### src/rtl/mdu_seq.sv
// Iterative multiply/divide sequencer: one result bit per cycle, shift-add multiply
// or restoring divide, finishing with one combined HiLo write.
module mdu_seq #(
  parameter int DATA_W = 32,
  parameter int CNT_W  = 6
) (
  input  logic              clk,
  input  logic              rst,
  input  logic              start,
  input  logic [1:0]        op,
  input  logic [DATA_W-1:0] opA,
  input  logic [DATA_W-1:0] opB,
  input  logic              flush,
  output logic              stallReq,
  output logic              busy,
  output logic [DATA_W-1:0] wHiData,
  output logic [DATA_W-1:0] wLoData,
  output logic              whi,
  output logic              wlo
);

  typedef enum logic [2:0] {
    S_IDLE,
    S_PREP,
    S_CALC,
    S_FIX,
    S_DONE
  } state_t;

  localparam logic [DATA_W-1:0]   ONE      = DATA_W'(1);
  localparam logic [2*DATA_W-1:0] ONE2     = (2*DATA_W)'(1);
  localparam logic [CNT_W-1:0]    CNT_LAST = CNT_W'(DATA_W - 1);

  state_t                state_q, state_d;
  logic [1:0]            op_q, op_d;
  logic [DATA_W-1:0]     a_q, a_d;
  logic [DATA_W-1:0]     b_q, b_d;
  logic                  neg_res_q, neg_res_d;
  logic                  neg_rem_q, neg_rem_d;
  logic [CNT_W-1:0]      cnt_q, cnt_d;
  logic [2*DATA_W-1:0]   acc_q, acc_d;
  logic [DATA_W-1:0]     hi_q, hi_d;
  logic [DATA_W-1:0]     lo_q, lo_d;
  logic                  busy_q, busy_d;

  logic                  is_div;
  logic                  is_signed;
  logic                  sign_a;
  logic                  sign_b;
  logic [DATA_W-1:0]     mag_a;
  logic [DATA_W-1:0]     mag_b;
  logic [DATA_W:0]       mul_sum;
  logic [2*DATA_W-1:0]   mul_next;
  logic [DATA_W:0]       rem_sh;
  logic [DATA_W-1:0]     quo_sh;
  logic                  no_borrow;
  logic [DATA_W-1:0]     div_diff;
  logic [2*DATA_W-1:0]   div_next;
  logic [2*DATA_W-1:0]   prod_neg;
  logic [DATA_W-1:0]     quo_fix;
  logic [DATA_W-1:0]     rem_fix;

  assign is_div    = op_q[1];
  assign is_signed = op_q[0];
  assign sign_a    = is_signed & a_q[DATA_W-1];
  assign sign_b    = is_signed & b_q[DATA_W-1];
  assign mag_a     = sign_a ? (~a_q + ONE) : a_q;
  assign mag_b     = sign_b ? (~b_q + ONE) : b_q;

  // Multiply: acc = {partial product, remaining multiplier}, shifted right each step.
  assign mul_sum  = {1'b0, acc_q[2*DATA_W-1:DATA_W]} + (acc_q[0] ? {1'b0, a_q} : '0);
  assign mul_next = {mul_sum, acc_q[DATA_W-1:1]};

  // Divide: acc = {rem, quo}; the shifted remainder needs one extra bit before the trial.
  assign rem_sh    = acc_q[2*DATA_W-1:DATA_W-1];
  assign quo_sh    = {acc_q[DATA_W-2:0], 1'b0};
  assign no_borrow = (rem_sh >= {1'b0, b_q});
  assign div_diff  = rem_sh[DATA_W-1:0] - b_q;
  assign div_next  = no_borrow ? {div_diff, quo_sh[DATA_W-1:1], 1'b1}
                               : {rem_sh[DATA_W-1:0], quo_sh};

  assign prod_neg = ~acc_q + ONE2;
  assign quo_fix  = neg_res_q ? (~acc_q[DATA_W-1:0] + ONE) : acc_q[DATA_W-1:0];
  assign rem_fix  = neg_rem_q ? (~acc_q[2*DATA_W-1:DATA_W] + ONE)
                              : acc_q[2*DATA_W-1:DATA_W];

  always_comb begin
    state_d   = state_q;
    op_d      = op_q;
    a_d       = a_q;
    b_d       = b_q;
    neg_res_d = neg_res_q;
    neg_rem_d = neg_rem_q;
    cnt_d     = cnt_q;
    acc_d     = acc_q;
    hi_d      = hi_q;
    lo_d      = lo_q;

    case (state_q)
      S_IDLE: begin
        if (start && !flush) begin
          op_d    = op;
          a_d     = opA;
          b_d     = opB;
          state_d = S_PREP;
        end
      end
      S_PREP: begin
        if (flush) begin
          state_d = S_IDLE;
        end else begin
          neg_res_d = sign_a ^ sign_b;
          neg_rem_d = sign_a;
          if (is_div && (b_q == '0)) begin
            hi_d    = a_q;
            lo_d    = '1;
            state_d = S_DONE;
          end else begin
            a_d     = mag_a;
            b_d     = mag_b;
            cnt_d   = '0;
            acc_d   = is_div ? {{DATA_W{1'b0}}, mag_a} : {{DATA_W{1'b0}}, mag_b};
            state_d = S_CALC;
          end
        end
      end
      S_CALC: begin
        if (flush) begin
          state_d = S_IDLE;
        end else begin
          acc_d = is_div ? div_next : mul_next;
          cnt_d = cnt_q + CNT_W'(1);
          if (cnt_q == CNT_LAST) begin
            state_d = S_FIX;
          end
        end
      end
      S_FIX: begin
        if (flush) begin
          state_d = S_IDLE;
        end else begin
          // Results go straight into the output registers so they hold until the next DONE.
          if (is_div) begin
            hi_d = rem_fix;
            lo_d = quo_fix;
          end else if (neg_res_q) begin
            hi_d = prod_neg[2*DATA_W-1:DATA_W];
            lo_d = prod_neg[DATA_W-1:0];
          end else begin
            hi_d = acc_q[2*DATA_W-1:DATA_W];
            lo_d = acc_q[DATA_W-1:0];
          end
          state_d = S_DONE;
        end
      end
      S_DONE: begin
        state_d = S_IDLE;
      end
      default: begin
        state_d = S_IDLE;
      end
    endcase

    busy_d = (state_d != S_IDLE);
  end

  always_ff @(posedge clk or negedge rst) begin
    if (!rst) begin
      state_q   <= S_IDLE;
      op_q      <= '0;
      a_q       <= '0;
      b_q       <= '0;
      neg_res_q <= 1'b0;
      neg_rem_q <= 1'b0;
      cnt_q     <= '0;
      acc_q     <= '0;
      hi_q      <= '0;
      lo_q      <= '0;
      busy_q    <= 1'b0;
    end else begin
      state_q   <= state_d;
      op_q      <= op_d;
      a_q       <= a_d;
      b_q       <= b_d;
      neg_res_q <= neg_res_d;
      neg_rem_q <= neg_rem_d;
      cnt_q     <= cnt_d;
      acc_q     <= acc_d;
      hi_q      <= hi_d;
      lo_q      <= lo_d;
      busy_q    <= busy_d;
    end
  end

  // Stall drops in DONE so the following instruction advances as the write lands.
  assign stallReq = ((state_q == S_IDLE) & start & ~flush) |
                    (state_q == S_PREP) | (state_q == S_CALC) | (state_q == S_FIX);
  assign whi      = (state_q == S_DONE) & ~flush;
  assign wlo      = whi;
  assign busy     = busy_q;
  assign wHiData  = hi_q;
  assign wLoData  = lo_q;

endmodule

### config.mk
export PLATFORM = sky130hd
export DESIGN_NAME = mdu_seq
export DESIGN_NICKNAME = d
export VERILOG_FILES = /design/src/rtl/mdu_seq.sv
export SDC_FILE = /design/constraint.sdc
export NUM_CORES = 1
export LEC_CHECK = 0
export BUFFER_PORTS_ARGS = -buffer_cell sky130_fd_sc_hd__buf_2
export CORE_ASPECT_RATIO = 1.1
export CORE_MARGIN = 5
export CORE_UTILIZATION = 39
export CTS_BUF_LIST = sky130_fd_sc_hd__clkbuf_2 sky130_fd_sc_hd__clkbuf_4 sky130_fd_sc_hd__clkbuf_8
export CTS_CLUSTER_SIZE = 28
export DETAILED_ROUTE_END_ITERATION = 10
export GPL_ROUTABILITY_DRIVEN = 0
export PLACE_DENSITY = 0.57
export SYNTH_ARGS = -nofsm -noshare
export SYNTH_HDL_FRONTEND = slang
export SYNTH_SLANG_ARGS = --single-unit
### constraint.sdc
create_clock -name clk -period 3.85 [get_ports clk]
set_input_delay 0.77 -clock clk [delete_from_list [all_inputs] [get_ports clk]]
set_output_delay 0.77 -clock clk [all_outputs]
set_load 0.02 [all_outputs]
# Word-level counts from Yosys, hierarchy flattened
# Cells that the tools add are included.
# Widths: inputs -> output; s select.
[word_totals]
input_bits = 70
word_cells = 103
output_inout_bits = 68
regBits = 206
[op_classes]
eq_ne = 11
n_reduce_logical = 14
bitwise = 15
addsub = 8
magnitude_cmp = 1
muxes = 43
[ops]
columns = ["operator", "count"]
rows = [
  ["$mux 32", 22],
  ["$mux 64", 5],
  ["$pmux 32 s2", 4],
  ["$add 32x1->32 const B", 4],
  ["$not 32->32", 4],
  ["$pmux 64 s2", 1],
  ["$add 64x1->64 const B", 1],
  ["$not 64->64", 1],
  ["$add 32x32->33", 1],
  ["$ge 33x32->1", 1],
  ["$logic_not 32->1", 1],
  ["$sub 32x32->32", 1],
  ["$mux 3", 6],
  ["$mux 6", 3],
  ["$ne 2x2->1 const B", 6],
  ["$pmux 3 s4", 1],
  ["$pmux 6 s2", 1],
  ["$reduce_and 4->1", 3],
  ["$add 6x1->6 const B", 1],
  ["$eq 3x2->1 const B", 2],
  ["$eq 6x5->1 const B", 1],
  ["$reduce_bool 2->1", 3],
  ["$and 1x1->1", 5],
  ["$reduce_and 2->1", 2],
  ["9 further kinds", 12],
]

# Logic depth before layout (Yosys ltp)
# Gate-level depths: netlist (run 1).
[depth]
word_depth = 7
mapped_depth = 14
ltp_nobuf = 14

# Worst setup path after synthesis (run 1)
# OpenSTA, ideal clock, no wires.
[synth_path]
path_kind = "reg2reg"
start = "reg b_q[4]"
end = "reg acc_q[57]"
arrival_ns = 3.113
required_ns = 3.714
stages_incl_launch_ff = 13
path_slack_ns = 0.602
setup_time_ns = 0.136
path_cell_list = "dfrtp_1 inv_1 ha_1 a21o_1 nor3_1 a21oi_1 a31o_2 a311oi_1 o221ai_1 buf_2 and2_1 a221oi_1 o21ai_0"
[synth_via]
elab_chain_cells = 5
word_cells_on_any_way = 10
classes_between = "add/sub: 1; order compare: 1; eq/ne: 1; mux: 4; reduce/logical: 3"
[synth_rtl]
columns = ["item", "line", "source"]
rows = [
  ["start: declaration", "37", "logic [DATA_W-1:0] b_q, b_d;"],
  ["start signal: assignment", "172", "b_q <= '0;"],
  ["start signal: assignment", "184", "b_q <= b_d;"],
  ["$sub 32x32->32 / $ge 33x32->1 (equally long branches)", "78, 77", ""],
  ["$mux 64", "79", "assign div_next = no_borrow ? {div_diff, quo_sh[DATA_W-1:1], 1'b1}"],
  ["$mux 64", "131", "acc_d = is_div ? div_next : mul_next;"],
  ["$mux 64", "128", "if (flush) begin"],
  ["$pmux 64 s2", "99", "case (state_q)"],
  ["end signal: assignment", "176", "acc_q <= '0;"],
  ["end signal: assignment", "188", "acc_q <= acc_d;"],
  ["end: declaration", "41", "logic [2*DATA_W-1:0] acc_q, acc_d;"],
]
# Several ways; a longest one is shown, not always the timed one. The select of a mux whose other input is x is not followed.
# A chain may end at the register's enable or synchronous reset.

# Worst setup path in the final report (run 1)
[layout_path]
start = "reg b_q[26]"
end = "reg acc_q[32]"
[layout_via]
elab_chain_cells = 5
word_cells_on_any_way = 9
classes_between = "order compare: 1; eq/ne: 1; mux: 4; reduce/logical: 3"
[layout_rtl]
columns = ["item", "line", "source"]
rows = [
  ["$ge 33x32->1", "77", "assign no_borrow = (rem_sh >= {1'b0, b_q});"],
  ["$mux 64", "79", ""],
  ["$mux 64", "131", ""],
  ["$mux 64", "128", ""],
  ["$pmux 64 s2", "99", ""],
]
# Several ways; a longest one is shown, not always the timed one. The select of a mux whose other input is x is not followed.

==> results.yml, run 1 <==
routing:
  highest_layer: "met4"
  dr.pass1.iters: 6
  wl_per_cell_um: 23.3
  wl_met1_mm: 27.3
  drtAntennaViolNets: 0
  routed-wl-met2_mm: 28.2
  vias_per_cell: 5.99
  drt_wl_total_mm: 64.9
  routed-wl-met3_mm: 5.01
  drc: 0
  dr.first_iter.drc_count: 1889
  num_vias: 16600
die:
  placementRows: 79
  core_area_sq_mm: 0.0422
  ios: 138
  die_y_um: 226
  start_util_pct: 39.3
  die_width_um: 207
  die_area_sq_mm: 0.0468
pwr:
  power.leakage_nw: 8.47
  power_density_mw_per_mm2: 802
  vdd_drop_max_mv: 0.304
sta:
  finalSetupViolCount: 0
  drv_slew: 0
  fin_skew_ns: 0.0310
  slew_headroom_pct: 36.7
  hold_viol: 0
  grt_setup_unrepaired: "false"
  fin_hold_ws_ns: 0.116
  finalCritPeriodShare_pct: 94.0
  fin_setup_tns_ns: 0
  setup_ws_ns: 0.230
  max_freq_mhz: 276
  tightest_slew_ns: 0.950
  fin_crit_ns: 3.62
cts:
  clock_path_buffers: 3
  cts_sinks: 206
  cts_tree: "yes"
  cts_hold_buf: 0
  clk_pin_slew_ns: 0.06
  root_buffer: "clkbuf_8"
  numCtsBuffers: 41
  postCtsSetupBuffers: 0
  cts_resized: 0
  htree_levels: 2
  insertion_delay_ns: 0.62
place:
  port_buffers: 137
  placed_cells: 2704
  dpl.hpwl_mm: 50.5
  place_ws_ns: 0.143
  postPlaceCellArea_sq_mm: 0.0182
synthesis:
  synth-main-ff-cell: "dfrtp_1"
  synth_cells: 2051
  synth_edf_count: 0
  synth_warnings: 0
  synth.cell_area_sq_mm: 0.0166
  ys_seq_area_share_pct: 31.1
  async_reset_ff_share_pct: 100
  synth.distinct_cells: 86
  syn_area_per_cell_sq_um: 8.09
  syn_nets: 2192
  synth_seq_cells: 206
critical_path:
  reg2reg_slack_ns: 0.23
  arrival_ns: 4.05
  crit_path_top_delay_cell: "a2111oi_0"
  crit_type: "reg2reg"
  critPathBufInv: 4
  worstReg2RegStart: "b_q[26]"
  critPathMaxFanout: 18
  cp-start-kind: "flip-flop"
  crit_family: "compound AO/OA/AOI/OAI gates"
  crit_path_end_kind: "flip-flop"
  required_ns: 4.28
  startpoint: "b_q[26]"
  cpPeakStageDelay_ns: 0.44
  path_cells: "inv_1, ha_1, a21o_1, a21o_1, a21o_1, a21bo_2, a2111oi_0, buf_4, o221ai_4, buf_4, buf_4, o211ai_1, o221ai_1"
grt:
  grt_pass1_vias: 16000
  grt_max_degree: 81
  grt_overflow: 0
  grt_use_total_pct: 27.6
  antenna_found_initial: 0
  grt_pass1_wl_mm: 99.4
status:
  outcome: "finished, final reports clean"
final_layout:
  finalNetCount: 2321
  final_common_cell: "nand2_1"
  fill_cells: 4221
  area_delta_synth_final_pct: 15.0
  final_cell_mix: "213 x nand2_1, 204 x dfrtp_1, 190 x o21ai_0, 170 x a21oi_1, 161 x nor2_1"
  final_cell_area_sq_mm: 0.0191
  diodes: 0
  drive_gt1_share_pct: 16.6
  fin_cells: 2778
flow_run:
  maxCapViolCount: 0
hold_path:
  hold_path.class: "in2async"
cell usage after synthesis, types with 12 or more instances:
| cell | n | share of area, % |
|---|---|---|
| nand2_1 | 213 | 4.8 |
| or4_1 | 18 | 0.81 |
| o211ai_1 | 33 | 1.5 |
| nand4_1 | 13 | 0.49 |
| a41oi_1 | 12 | 0.63 |
| nor2b_1 | 13 | 0.49 |
| nand2b_1 | 19 | 0.72 |
| nor2_1 | 163 | 3.7 |
| buf_1 | 12 | 0.27 |
| a22oi_1 | 32 | 1.4 |
| nand3_1 | 30 | 0.91 |
| a31oi_1 | 23 | 0.87 |
| and3_1 | 18 | 0.68 |
| nor4_1 | 19 | 0.72 |
| and2_1 | 45 | 1.7 |
| xor2_1 | 86 | 4.5 |
| nor3_1 | 35 | 1.1 |
| o221ai_1 | 24 | 1.3 |
| a31o_2 | 12 | 0.63 |
| o21ai_0 | 190 | 5.7 |
| dfrtp_1 | 206 | 31 |
| inv_1 | 61 | 1.4 |
| a21o_1 | 38 | 1.7 |
| clkbuf_1 | 123 | 2.8 |
| o21a_1 | 13 | 0.59 |
| o31ai_1 | 29 | 1.3 |
| mux2i_1 | 61 | 3.7 |
| ha_1 | 69 | 5.2 |
| xnor2_1 | 93 | 4.9 |
| or3_1 | 17 | 0.64 |
| a21oi_1 | 171 | 5.2 |
| o22ai_1 | 12 | 0.45 |
metal layers:
| metal | track usage [%] | up-vias |
|---|---|---|
| met1 | 37.9 | 7967 |
| met5 | 0 | - |
| met3 | 4.48 | 171 |
| li1 | - | 7706 |
| met2 | 41.7 | 796 |
| met4 | 15.1 | 0 |
where the power goes:
group	switching [mW]	internal, mW
clock	1.06	1.33
sequential	1.12	2.93
combinational	5.45	3.42
through the flow:
step,power [mW],util [%]
6_report,15.3,45.2
5_1_grt,16.3,45.2
4_1_cts,15.2,45.2
3_5_place_dp,12.7,43.1
3_3_place_gp,12.7,43.1
2_1_floorplan,9.59,-
state kept, by name (all words and copies together) (netlist names):
| signal | count |
|---|---|
| acc_q | 64 |
| a_q | 32 |
| b_q | 32 |
| wHiData | 32 |
| wLoData | 32 |
| cnt_q | 6 |
| state_q | 3 |
| op_q | 2 |
| busy | 1 |
| neg_rem_q | 1 |
| neg_res_q | 1 |
final cells by class:
type,count,area (sq um),share of cell area (%)
Tap cell,567,709,3.72
Clock inverter,9,57.6,0.302
Clock buffer,65,801,4.20
Inverter,62,233,1.22
Multi-Input combinational cell,1632,10600,55.6
Timing Repair Buffer,237,1510,7.91
Sequential cell,206,5160,27.1
worst paths after layout:
check | endpoint | cells after the start
worst min register to register | wHiData[3] | 2
worst max register to register | acc_q[32] | 13
worst max-delay path | acc_q[32] | 13
min in group clk | b_q[0] | 3
max in group asynchronous | wHiData[3] | 2
worst min-delay path | b_q[10] | 1
logic make-up (layout without fill, tap and decap cells):
kind of cell	count (synthesis)	after routing	share of synthesized area, %
multiplexers	68	68	4.22
flip-flops	206	206	31.1
buffers and inverters	213	373	5.33
AND/OR/NAND/NOR	643	643	18.7
AO/OA/AOI/OAI	671	671	25.8
adder cells (fa/ha/maj)	71	71	5.45
XOR/XNOR	179	179	9.45
(Power assumes the default switching activity.)
==> run 2, diff against run 1 <==
Settings changed: ABC_AREA from default to 1.
==> run 2 against run 1 <==
Net effect: clock power is 3% higher; utilization is 1.2 points lower; via count is 38% higher; register-to-register slack better by 0.65 ns; flip-flop and latch count stayed put; cell count is 52% higher; first-iteration DRC count is 34% higher; synthesized area is 20% higher; design area is 16% higher; wire length is 33% higher; largest power group unchanged.
==> results.yml, run 2 <==
critical_path:
  critPathMaxFanout: 18
  worstReg2RegStart: "acc_q[36]"
  cp-start-kind: "flip-flop"
  crit_path_top_delay_cell: "dfrtp_1"
  cpPeakStageDelay_ns: 0.52
  startpoint: "acc_q[36]"
  crit_type: "reg2reg"
  critPathBufInv: 1
  crit_path_end_kind: "flip-flop"
  required_ns: 4.39
  crit_top_cell: "nand2_1"
  crit_family: "simple AND/OR/NAND/NOR gates"
  arrival_ns: 3.50
  path_cells: "ha_1, nand2_1, nor2_1, nand3_1, nand3_1, nand2_1, nand2_1, nand2_1, nand2_2, buf_4, nand3_1, nand2_1, nand2_1, nand2_1"
final_layout:
  finalNetCount: 3670
  final_common_cell: "nand2_1"
  area_delta_synth_final_pct: 11.4
  final_cell_mix: "1191 x nand2_1, 496 x inv_1, 371 x nand3_1, 333 x nor2_1, 204 x dfrtp_1"
  largest-register: "acc_q"
  largest_reg_flops: 64
  drive_gt1_share_pct: 8.37
synthesis:
  synth_top_area_share_pct: 26.0
  async_reset_ff_share_pct: 100
  ys_seq_area_share_pct: 26.0
  synth_cells: 3424
  synthTopCellsByCount: "1192 x nand2_1, 497 x inv_1, 371 x nand3_1"
  yosysMostFrequentCell: "nand2_1"
  synth_top_area_cell: "dfrtp_1"
  synth_edf_count: 0
  syn_nets: 3565
  syn_area_per_cell_sq_um: 5.80
  synth-main-ff-cell: "dfrtp_1"
  synth.cell_area_sq_mm: 0.0198
  synth.distinct_cells: 46
  synthTopCellsByArea: "dfrtp_1 26%, nand2_1 23%, inv_1 9.4%, nand3_1 9.4%, nor2_1 6.3%"
  synth_seq_cells: 206
  synth_warnings: 0
cts:
  postCtsSetupBuffers: 0
  insertion_delay_ns: 0.61
  root_buffer: "clkbuf_8"
  clock_path_buffers: 3
  cts_hold_buf: 0
  cts_tree: "yes"
  htree_levels: 2
  cts_sinks: 206
  clk_pin_slew_ns: 0.06
  cts_resized: 0
  numCtsBuffers: 39
sta:
  max_freq_mhz: 337
  fin_setup_tns_ns: 0
  drv_slew: 0
  hold_viol: 0
  setup_ws_ns: 0.885
  finalSetupViolCount: 0
  fin_skew_ns: 0.0362
  finalCritPeriodShare_pct: 77.0
  grt_setup_unrepaired: "false"
  fin_crit_ns: 2.96
  slew_headroom_pct: 34.9
  fin_hold_ws_ns: 0.125
  tightest_slew_ns: 0.976
place:
  dpl.hpwl_mm: 69.1
  port_buffers: 137
  place_ws_ns: 0.911
pwr:
  power.share.clock_pct: 13.9
  seqPwrFrac_pct: 22.6
  sw_frac_of_total_pct: 56.3
  switchingPower_mw: 9.95
  vdd_drop_max_mv: 0.309
  power_density_mw_per_mm2: 799
  power.internal_mw: 7.73
  combPwrFrac_pct: 63.5
  power.leakage_nw: 11.9
routing:
  drtAntennaViolNets: 0
  wl_per_cell_um: 20.4
  dr.first_iter.drc_count: 2531
  drt_wl_total_mm: 86.0
  routed-wl-met2_mm: 37.1
  dr.pass1.iters: 6
  routed-wl-met3_mm: 7.19
  drc: 0
  num_vias: 22900
  highest_layer: "met4"
  wl_met1_mm: 35.1
  vias_per_cell: 5.43
status:
  outcome: "finished, final reports clean"
die:
  ios: 138
  placementRows: 86
  start_util_pct: 39.5
  core_area_sq_mm: 0.0503
  die_width_um: 225
  die_y_um: 247
  die_area_sq_mm: 0.0555
flow_run:
  maxCapViolCount: 0
grt:
  grt_max_degree: 85
  grt_pass1_vias: 21000
  grt_overflow: 0
  grt_use_total_pct: 30.1
  antenna_found_initial: 2
  grt_pass1_wl_mm: 129
hold_path:
  hold_path.class: "in2async"
-- run 2: cell types whose count changed in the layout (fill, tap and decap cells not counted), sizes merged, moves of 38 or more --
cell   previous run  this run
a21oi           171       126
nand2           213      1193
mux2i            61         0
xnor2            93         3
nor2            163       337
nand4            13        51
inv              64       508
nand3            30       372
buf             237       179
-- run 2: layout make-up --
cell class / instances / area, sq um
Fill cell: 5604 / 28100
Tap cell: 660 / 826
Multi-Input combinational cell: 2595 / 12300
Clock buffer: 63 / 773
Inverter: 508 / 1910
Antenna cell: 3 / 7.51
Sequential cell: 206 / 5160
Clock inverter: 8 / 96.3
Timing Repair Buffer: 179 / 1050
-- run 2: metal layers --
layer	vias to the layer above	track usage, %
met4	0	19.0
met3	218	5.41
li1	11100	-
met1	10500	39.3
met2	1050	46.0
met5	-	0
-- run 2: path summary, 6_finish.rpt --
kind / end / slack, ns / cells past startpoint
worst max-delay path: acc_q[62] / 0.89 / 14
worst min-delay path: b_q[15] / 0.12 / 1
worst max register to register: acc_q[62] / 0.89 / 14
worst min register to register: wLoData[19] / 0.47 / 2
max in group asynchronous: wLoData[14] / 2.72 / 2
min in group clk: op_q[0] / 0.39 / 3
-- run 2: power groups by stage --
stage          Clock, mW  Sequential, mW  Combinational, mW
6_report            2.45            4.00               11.2
5_1_grt             2.59            4.09               12.4
4_1_cts             2.50            3.98               11.0
3_5_place_dp           0            4.01               11.0
3_3_place_gp           0            4.01               11.0
2_1_floorplan          0            3.89               7.41
-- run 2: through the flow --
step                      power (mW)  util, %  std cells  instance area (sq um)
after floorplan                 11.3        -       3424                  19800
after global placement          15.0     42.3       4148                  21200
after detailed placement        15.0     42.3       4148                  21200
after CTS                       17.5     44.0       4219                  22100
after global routing            19.1     44.0       4221                  22100
final                           17.7     44.0       4222                  22100
-- run 2: logic make-up after synthesis --
family / Yosys count / share of synthesized area (%)
buffers and inverters: 623 / 12.1
XOR/XNOR: 52 / 2.29
adder cells (fa/ha/maj): 71 / 4.55
AND/OR/NAND/NOR: 2036 / 42.8
AO/OA/AOI/OAI: 436 / 12.3
flip-flops: 206 / 26.0
